## config.mk

```make
export PLATFORM = sky130hd
export DESIGN_NAME = fifo_wr_arbiter
export DESIGN_NICKNAME = d
export VERILOG_FILES = /design/src/rtl/fifo_wr_arbiter_pkg.sv /design/src/rtl/fifo_rr_pick.sv /design/src/rtl/fifo_wr_arbiter.sv
export SDC_FILE = /design/constraint.sdc
export NUM_CORES = 1
export LEC_CHECK = 0
export BUFFER_PORTS_ARGS = -buffer_cell sky130_fd_sc_hd__buf_2
export CORE_ASPECT_RATIO = 0.8
export CORE_MARGIN = 2
export CORE_UTILIZATION = 40
export CTS_BUF_LIST = sky130_fd_sc_hd__clkbuf_8
export DETAILED_ROUTE_END_ITERATION = 10
export HOLD_SLACK_MARGIN = 0.15
export PLACE_DENSITY = 0.8
export SETUP_SLACK_MARGIN = 0.15
export SLEW_MARGIN = 40
export SYNTH_ARGS = -nofsm -noshare
export SYNTH_HDL_FRONTEND = slang
export SYNTH_HIERARCHICAL = 1
export SYNTH_SLANG_ARGS = --single-unit
export TNS_END_PERCENT = 5
```

## constraint.sdc

```tcl
create_clock -name wr_clk -period 2.3 [get_ports wr_clk]
set_clock_uncertainty 0.1 [all_clocks]
set_input_delay 0 -clock wr_clk [delete_from_list [all_inputs] [get_ports wr_clk]]
set_output_delay 0 -clock wr_clk [all_outputs]
set_load 0.005 [all_outputs]
```

## src/rtl/fifo_wr_arbiter_pkg.sv

```systemverilog
// Shared FIFO package: default geometry constants and the write-arbiter state type.
package fifo_wr_arbiter_pkg;

  localparam int DEF_DATA_WIDTH = 8;
  localparam int DEF_NUM_REQ    = 4;
  localparam int DEF_BURST_LEN  = 4;

  typedef enum logic {
    ARB_IDLE = 1'b0,
    ARB_XFER = 1'b1
  } arb_state_e;

endpackage

```

## src/rtl/fifo_rr_pick.sv

```systemverilog
// Combinational round-robin selector: first requesting index strictly after `last`, wrapping.
module fifo_rr_pick
  import fifo_wr_arbiter_pkg::*;
#(
  parameter int NUM_REQ = DEF_NUM_REQ
) (
  input  logic [NUM_REQ-1:0]         req,
  input  logic [$clog2(NUM_REQ)-1:0] last,
  output logic                       valid,
  output logic [$clog2(NUM_REQ)-1:0] next
);

  localparam int IDX_W = $clog2(NUM_REQ);

  // Walk from the farthest offset down so the nearest requester after `last` wins.
  always_comb begin
    valid = 1'b0;
    next  = last;
    for (int i = NUM_REQ; i >= 1; i--) begin
      if (req[(int'(last) + i) % NUM_REQ]) begin
        valid = 1'b1;
        next  = IDX_W'((int'(last) + i) % NUM_REQ);
      end
    end
  end

endmodule

```

## src/rtl/fifo_wr_arbiter.sv

```systemverilog
// Round-robin arbiter sharing the FIFO write port among NUM_REQ requesters.
// FIFO_ARB_BURST_EN: when defined, tenures last up to BURST_LEN beats; otherwise one beat each.
module fifo_wr_arbiter
  import fifo_wr_arbiter_pkg::*;
#(
  parameter int NUM_REQ    = DEF_NUM_REQ,
  parameter int DATA_WIDTH = DEF_DATA_WIDTH,
  parameter int BURST_LEN  = DEF_BURST_LEN
) (
  input  logic                          wr_clk,
  input  logic                          rst,
  input  logic [NUM_REQ-1:0]            req,
  input  logic [NUM_REQ*DATA_WIDTH-1:0] req_data,
  input  logic                          full,
  input  logic                          almost_full,
  output logic [NUM_REQ-1:0]            gnt,
  output logic [NUM_REQ-1:0]            ack,
  output logic                          wr_en,
  output logic [DATA_WIDTH-1:0]         wdata,
  output logic [$clog2(NUM_REQ)-1:0]    owner
);

  localparam int IDX_W = $clog2(NUM_REQ);

  arb_state_e         state, state_nxt;
  logic [NUM_REQ-1:0] gnt_nxt;
  logic [IDX_W-1:0]   owner_nxt;
  logic [IDX_W-1:0]   pick_idx;
  logic               pick_vld;
  logic               beat;
  logic               last_beat;

  fifo_rr_pick #(
    .NUM_REQ (NUM_REQ)
  ) u_pick (
    .req   (req),
    .last  (owner),
    .valid (pick_vld),
    .next  (pick_idx)
  );

  assign beat = (state == ARB_XFER) && req[owner] && !full;

`ifdef FIFO_ARB_BURST_EN
  localparam int               CNT_W    = $clog2(BURST_LEN + 1);
  localparam logic [CNT_W-1:0] CNT_LAST = CNT_W'(BURST_LEN);

  logic [CNT_W-1:0] count, count_nxt, count_inc;

  assign count_inc = count + CNT_W'(1);
  assign last_beat = (count_inc == CNT_LAST);

  // Count is zeroed while idle so every new tenure starts from zero; stalls hold it.
  always_comb begin
    count_nxt = count;
    if (state == ARB_IDLE) begin
      count_nxt = '0;
    end else if (beat) begin
      count_nxt = count_inc;
    end
  end

  always_ff @(posedge wr_clk or posedge rst) begin
    if (rst) begin
      count <= '0;
    end else begin
      count <= count_nxt;
    end
  end
`else
  assign last_beat = 1'b1;
`endif

  always_comb begin
    state_nxt = state;
    gnt_nxt   = gnt;
    owner_nxt = owner;
    wr_en     = 1'b0;
    ack       = '0;
    wdata     = '0;
    case (state)
      ARB_IDLE: begin
        // almost_full only blocks new tenures; it never interrupts one in progress.
        if (pick_vld && !full && !almost_full) begin
          gnt_nxt   = NUM_REQ'(1) << pick_idx;
          owner_nxt = pick_idx;
          state_nxt = ARB_XFER;
        end
      end
      ARB_XFER: begin
        if (beat) begin
          wr_en      = 1'b1;
          ack[owner] = 1'b1;
          wdata      = req_data[owner*DATA_WIDTH +: DATA_WIDTH];
        end
        if (!req[owner] || (beat && last_beat)) begin
          gnt_nxt   = '0;
          state_nxt = ARB_IDLE;
        end
      end
      default: begin
        gnt_nxt   = '0;
        state_nxt = ARB_IDLE;
      end
    endcase
  end

  // Reset owner to the top index so requester 0 wins the first arbitration.
  always_ff @(posedge wr_clk or posedge rst) begin
    if (rst) begin
      state <= ARB_IDLE;
      gnt   <= '0;
      owner <= IDX_W'(NUM_REQ - 1);
    end else begin
      state <= state_nxt;
      gnt   <= gnt_nxt;
      owner <= owner_nxt;
    end
  end

endmodule
```

# Word-level counts from Yosys, hierarchy flattened
# Index checks and enable logic that the tools add are counted.
[classes]
add_sub_neg = 4
magnitude_cmp = 6
n_eq_ne = 2
shifts = 2
muxes = 36
n_bitwise = 5
reduce_logical = 15
[ops]
columns = ["cell", "count"]
rows = [
  ["$shiftx A32 B6 Y8", 1],
  ["$mux W1", 18],
  ["$lt A3 B4 Y1 const B", 4],
  ["$mux W4", 4],
  ["$mux W8", 2],
  ["$bmux W1 S2", 5],
  ["$mux W2", 4],
  ["$pmux W4 S2", 1],
  ["$reduce_or A2 Y1", 4],
  ["$logic_and A1 B1 Y1", 5],
  ["$add A2 B1 Y2 const B", 2],
  ["$add A2 B2 Y2 const B", 2],
  ["$and A1 B1 Y1 const A", 4],
  ["$reduce_and A2 Y1", 2],
  ["$shl A1 B2 Y4 const A", 1],
  ["$logic_not A1 Y1", 3],
  ["$lt A2 B3 Y1 const B", 1],
  ["$demux W1 S2", 1],
  ["$ge A2 B1 Y1 const B", 1],
  ["$ne A2 B1 Y1 const B", 1],
  ["$ne A2 B2 Y1 const B", 1],
  ["$pmux W1 S2", 1],
  ["$logic_or A1 B1 Y1", 1],
  ["$not A1 Y1", 1],
]
[word_totals]
ff_bits = 7
wordCells = 73

# Depth between registers and ports, before layout
# Gate-level depths: netlist (run 1).
[logic_depth]
word_depth = 14
ltp_mapped = 6
depth_no_buf = 6

# By module
# The synthesis (run 1) kept the hierarchy.
[by_module_without_submodules]
columns = ["module", "instances", "cells_per_inst", "area_each_um2", "seq_area_each_um2"]
rows = [
  ["fifo_wr_arbiter", 1, 64, 714.4, 177.7],
  ["fifo_rr_pick", 1, 14, 82.6, 0.0],
]

# Worst setup path after synthesis (run 1)
# OpenSTA, ideal clock, no wires.
[synth_path]
path_kind = "reg2reg"
start = "reg owner[1]"
end = "reg gnt[2]"
arrival_time_ps = 1531
path_slack_ps = 597
path_stages_with_launch = 7
cell_sequence = "dfstp_2 > mux2i_1 > nor2_1 > a221o_1 > nor3b_1 > mux2i_1 > nor2_1"
[synth_rtl]
columns = ["element", "line", "rtl"]
rows = [
  ["from (decl)", "fifo_wr_arbiter.sv:20", "output logic [$clog2(NUM_REQ)-1:0] owner"],
  ["from (signal assigned)", "fifo_wr_arbiter.sv:113", "owner <= IDX_W'(NUM_REQ - 1);"],
  ["from (signal assigned)", "fifo_wr_arbiter.sv:117", "owner <= owner_nxt;"],
  ["$add A2 B1 Y2", "fifo_rr_pick.sv:20", "if (req[(int'(last) + i) % NUM_REQ]) begin"],
  ["$bmux W1 S2", "fifo_rr_pick.sv:20", ""],
  ["$mux W1 (implied by the code) (2 in a row)", "fifo_rr_pick.sv:20", ""],
  ["$mux W2 (3 in a row)", "fifo_rr_pick.sv:20", ""],
  ["$mux W2 *", "fifo_rr_pick.sv:20", ""],
  ["net pick_idx[0]", "fifo_wr_arbiter.sv:28", "logic [IDX_W-1:0] pick_idx;"],
  ["$shl A1 B2 Y4 *", "fifo_wr_arbiter.sv:85", "gnt_nxt = NUM_REQ'(1) << pick_idx;"],
  ["$mux W4 *", "fifo_wr_arbiter.sv:84", "if (pick_vld && !full && !almost_full) begin"],
  ["$pmux W4 S2 *", "fifo_wr_arbiter.sv:81", "case (state)"],
  ["to (signal assigned)", "fifo_wr_arbiter.sv:116", "gnt <= gnt_nxt;"],
  ["to (decl)", "fifo_wr_arbiter.sv:16", "output logic [NUM_REQ-1:0] gnt,"],
]
# The timed path passes the listed nets; every way through them passes the cells marked *. The select of a mux whose other input is x is not followed.
# A chain may end at the register's enable or synchronous reset.

# Final worst setup path (run 1)
[layout_path]
start = "reg owner[0]"
end = "out wdata[3]"
[layout_via]
elab_chain_len = 6
[layout_rtl]
columns = ["element", "line", "rtl"]
rows = [
  ["branches (longest 4 deep; another with $shiftx A32 B6 Y8)", "--", ""],
  ["$mux W8 *", "fifo_wr_arbiter.sv:91", "if (beat) begin"],
  ["$mux W8 *", "fifo_wr_arbiter.sv:81", ""],
  ["to (decl)", "fifo_wr_arbiter.sv:19", "output logic [DATA_WIDTH-1:0] wdata,"],
]
# Every way passes the cells marked *. The select of a mux whose other input is x is not followed.

==> impl_metrics.yaml, run 1 <==
outcome:
  outcome: "complete, no violations"
pwr:
  vdd_drop_max_v: 0.000577
  p_leak_nw: 0.652
  p_per_area_nw_per_um2: 873
detailed_routing:
  first_iter_violations: 17
  drc_errors: 0
  routed_wl_um: 2320
  wl_per_cell_um: 13.9
  drt-pass1-iter-count: 4
  final_antenna_net_count: 0
  vias: 900
  vias_per_cell: 5.39
setup_path:
  worstSetupPathType: "reg -> out"
  reg2reg_from: "owner[1]"
  reg2reg_depth: 7
  worstPathArrival_ns: 2.02
  reg2reg_slack_ns: 0.42
  end_kind: "primary output"
  worstReg2RegEnd: "gnt[2]"
  crit_path_top_delay_cell: "dfstp_2"
  critPathMaxStageDelay_ns: 0.73
  required_ns: 2.20
  critPathLaunchType: "flip-flop"
  path_max_fanout: 15
  path_cells: "buf_4 -> mux4_2 -> and3_1 -> buf_2"
  cp-startpoint: "owner[0]"
worst_hold_path:
  worstHoldPathType: "in -> reg"
  hp-start: "req[2]"
  hold-path-cell-count: 4
  hold_end: "gnt[2]"
synth:
  synth_edf_count: 0
  ys_ff_latch: 7
  ys_types: 29
  avgSynthCellArea_um2: 10.2
  synth_warnings: 6
  seq_area_frac_synth_pct: 22.3
  synthTopCellsByArea: "mux4_2, dfrtp_1, dfstp_2"
  synthDominantCellAreaShare_pct: 25.4
  synth_commonest_cells: "mux4_2, and3_1, inv_1"
  synth_top_area_cell: "mux4_2"
  async_reset_ff_share_pct: 100
  syn_nets: 118
  syn_inst: 78
  synthFlopType: "dfrtp_1"
  synth_most_common_cell: "mux4_2"
  synth_area_um2: 797
global_routing:
  grt_start_max_net_pins: 16
  grt_use_total_pct: 19.9
  antenna_found_initial: 0
  overflow: 0
  first_global_vias: 834
  grt_pass1_wl_um: 3430
floorplan:
  core_area_um2: 1870
  start_util_pct: 42.5
  die_area_um2: 2370
  die_w_um: 53.9
  placementRows: 14
  ios: 59
  dieHeight_um: 43.9
clock_tree:
  htree_levels: 1
  clkLatencyLatePin_ns: 0.23
  clkTransAtPathRegs_ns: 0.04
  cts-buffers-inserted: 3
  cts_setup_buffers: 0
  clockBufferDepth: 2
  cts.sink_count: 7
  cts-root-buf: "clkbuf_8"
  cts_tree: "yes"
finish:
  syn_to_final_growth_pct: 50.4
  drive_gt1_share_pct: 55.9
  antenna_cells: 0
  fill_cells: 148
  fin_util_pct: 64.0
  multi_input_area_um2: 566
  seq_area_um2: 178
  num-nets-final: 184
sta:
  slew_viol_final: 0
  hold_violations: 0
  period_share_pct: 92.2
  grt_setup_unrepaired: "true"
  max_freq_mhz: 472
  period_minus_slack_ns: 2.12
  fin_setup_tns_ns: 0
  setup_viol: 0
  slew_headroom_pct: 63.9
  worstMarginPinSlew_ns: 0.540
placement:
  port_buffers: 58
  place_congestion: 0.792
  hpwl_um: 1780
flow_run:
  cap_violations: 0
==> logic make-up (layout without fill, tap and decap cells) <==
group / Yosys count / count (layout) / synth area share [%]
DFF: 7 / 7 / 22.3
muxes: 16 / 16 / 34.9
buffers and inverters: 10 / 75 / 6.75
and+or+nand+nor: 35 / 35 / 27.0
AOI/OAI and AO/OA: 10 / 10 / 9.11
==> sequential cells by signal, summed over array words and instances, names as in the netlist <==
| register | cells |
|---|---|
| state | 1 |
| owner | 2 |
| gnt | 4 |
==> where the power goes <==
group	total (mW)	switching (mW)	internal, mW
clock	0.171	0.0551	0.116
sequential	0.282	0.0991	0.183
combinational	0.594	0.247	0.346
total	1.05	0.401	0.645
==> final cells by class <==
class	count	area share, %
Tap cell	24	2.51
Timing Repair Buffer	65	29.9
Multi-Input combinational cell	61	47.2
Clock buffer	3	3.44
Inverter	6	1.88
Clock inverter	1	0.313
Sequential cell	7	14.8
==> critical path, delay by kind of cell (launching register included) <==
| family | cells | cell delay, ns |
|---|---|---|
| flops | 1 | 0.73 |
| simple gates | 1 | 0.20 |
| buf+inv | 2 | 0.36 |
| mux | 1 | 0.51 |
==> per-layer routing <==
| layer | share of wire, % | wire (um) | GRT usage [%] | vias to the layer above |
|---|---|---|---|---|
| li1 | - | - | - | 429 |
| met1 | 41 | 950 | 22.1 | 412 |
| met2 | 46 | 1070 | 35.1 | 55 |
| met3 | 11 | 253 | 4.14 | 4 |
| met4 | 2.0 | 46 | 10.3 | 0 |
| met5 | 0 | 0 | 0 | - |
==> per-stage QoR <==
step                      power [mW]  instance area, um2  hold slack, ns  instances  worst slack [ns]
final                           1.05                1200           0.208        167             0.180
after global routing            1.12                1200           0.265        167            0.0739
after CTS                       1.05                1200           0.206        167             0.152
after detailed placement       0.871                1100          -0.154        158             0.401
after global placement         0.844                1100          -0.166        158             0.468
after floorplan                0.719                 797          -0.298         78             0.597
==> worst max path at each step <==
stage,to,depth (start not counted)
final,wdata[3],4
after global routing,wdata[3],4
after CTS,wdata[3],4
after detailed placement,wdata[3],4
after global placement,gnt[2],6
after floorplan,gnt[2],6
==> cell usage in the layout, fill, tap and decap left out, types with 2 or more instances in the layout <==
cell,synthesis,routed
a21oi_1,4,4
and3_1,8,8
buf_2,1,58
buf_4,0,2
clkbuf_8,0,3
dfrtp_1,5,5
dfstp_2,2,2
dlygate4sd3_1,0,4
inv_1,6,7
mux2_2,4,4
mux2i_1,3,3
mux4_2,9,9
nand2_1,4,4
nand2b_1,4,4
nor2_1,5,5
nor2b_1,3,3
nor3_1,3,3
nor3b_1,2,2
==> repair_timing <==
item | 4_1_cts | 5_1_grt
hold endpoints to repair | 14 | 0
gates resized for setup | 0 | 1
hold buffers | 5 | 0
endpoints found under the setup margin | 0 | 8
Note: power is estimated with default switching activity, not from simulation.
==> run 2: changes to the inputs <==
- CORE_UTILIZATION: 40 -> 41
- PLACE_DENSITY: 0.8 -> 0.92
==> impl_metrics.yaml, run 2 (synthesized netlist as in run 1, its figures left out) <==
setup_path:
  crit_path_top_delay_cell: "dfstp_4"
  cp_top_family: "flip-flops"
  path_cells: "buf_4 -> mux4_2 -> and3_1 -> buf_2"
  required_ns: 2.20
  path_max_fanout: 16
  cp_num_cells: 4
  reg2reg_slack_ns: 0.37
  critPathMaxStageDelay_ns: 0.72
  end_kind: "primary output"
  reg2reg_depth: 7
  worstPathArrival_ns: 1.98
  path_buf_inv: 2
  critPathLaunchType: "flip-flop"
  worstSetupPathType: "reg -> out"
floorplan:
  core_area_um2: 1860
  placementRows: 14
  start_util_pct: 42.9
  die_w_um: 53.3
  dieHeight_um: 43.4
  die_area_um2: 2310
  ios: 59
detailed_routing:
  wl_per_cell_um: 13.4
  drc_errors: 0
  routed_wl_um: 2220
  drt-pass1-iter-count: 4
  first_iter_violations: 20
  final_antenna_net_count: 0
  vias: 874
  vias_per_cell: 5.27
finish:
  largest_registers: "gnt (4), owner (2), state (1)"
  drive_gt1_share_pct: 56.3
  final_cell_mix: "buf_2, mux4_2, and3_1"
  num-nets-final: 183
  stdcell_area_um2: 1190
  largest_reg_flops: 4
  antenna_cells: 0
  seq_area_um2: 181
  regMostFlops: "gnt"
  fill_cells: 160
  multi_input_area_um2: 566
  syn_to_final_growth_pct: 49.3
  layout.cells.non_filler: 166
  final_common_cell: "buf_2"
pwr:
  vdd_drop_max_v: 0.000571
  p_leak_nw: 0.634
  p_total_mw: 1.04
  p_per_area_nw_per_um2: 877
outcome:
  outcome: "complete, no violations"
flow_run:
  cap_violations: 0
sta:
  period_share_pct: 90.3
  grt_setup_unrepaired: "false"
  hold_violations: 0
  worstMarginPinSlew_ns: 0.538
  slew_viol_final: 0
  slew_headroom_pct: 64.0
  period_minus_slack_ns: 2.08
  setup_viol: 0
  fin_setup_tns_ns: 0
  max_freq_mhz: 482
worst_hold_path:
  worstHoldPathType: "in -> reg"
  hold-path-cell-count: 4
global_routing:
  grt_use_total_pct: 18.6
  grt_start_max_net_pins: 17
  antenna_found_initial: 0
  grt_pass1_wl_um: 3240
  overflow: 0
  first_global_vias: 844
clock_tree:
  cts-buffers-inserted: 3
  clockBufferDepth: 2
  clkLatencyLatePin_ns: 0.23
  cts-root-buf: "clkbuf_8"
  htree_levels: 1
  cts.sink_count: 7
  clkTransAtPathRegs_ns: 0.04
  cts_tree: "yes"
placement:
  hpwl_um: 1800
  placed_cells: 158
  port_buffers: 58
  place_congestion: 0.741
  placed_area_um2: 1100
==> run 2: changes by cell type in the layout (fill, tap and decap cells not counted), sizes merged <==
cell	delta
dlymetal6s4s	-1
==> run 2: layout make-up <==
cell class                      instances  share of cell area, %
Clock buffer                            3                   3.47
Clock inverter                          1                  0.315
Inverter                                6                   1.89
Multi-Input combinational cell         61                   47.5
Sequential cell                         7                   15.2
Tap cell                               24                   2.52
Timing Repair Buffer                   64                   29.0
==> run 2: worst register-to-register path, stage by stage (launching register included) <==
cell     delay [ns]
dfstp_4        0.72
buf_4          0.19
inv_1          0.07
a31oi_1        0.16
a21oi_1        0.16
nor3_1         0.24
mux2i_1        0.10
nor2_1         0.11
==> run 2: path summary, 6_finish.rpt <==
kind | from | to
max | owner[0] | wdata[5]
min | req[2] | gnt[2]
max reg2reg | owner[0] | gnt[0]
min reg2reg | gnt[2] | gnt[2]
max in group asynchronous | rst | owner[1]
min in group asynchronous | rst | gnt[3]
==> run 2: through the flow <==
stage | hold WS (ns) | util (%) | setup WS, ns
6_report | 0.214 | 64.1 | 0.223
5_1_grt | 0.245 | 64.1 | 0.168
4_1_cts | 0.215 | 63.9 | 0.168
3_5_place_dp | -0.165 | 59.3 | 0.357
3_3_place_gp | -0.174 | 59.3 | 0.443
2_1_floorplan | -0.298 | - | 0.597
==> run 2: what timing repair did <==
item | CTS | global route
setup buffers | 0 | 0
endpoints found under the setup margin | 0 | 3
gates resized for setup | 0 | 1
hold endpoints to repair | 14 | 0
hold buffers | 4 | 0
==> run 2: metal layers <==
metal / vias up / routed length [um] / GRT usage (%)
li1: 428 / - / -
met1: 402 / 842 / 18.1
met2: 40 / 1120 / 36.8
met3: 4 / 240 / 5.86
met4: 0 / 17 / 5.13
met5: - / 0 / 0
==> run 2: report_power, final <==
| part | switching, mW | internal (mW) |
|---|---|---|
| combinational | 0.244 | 0.345 |
| sequential | 0.0989 | 0.190 |
| clock | 0.0510 | 0.115 |
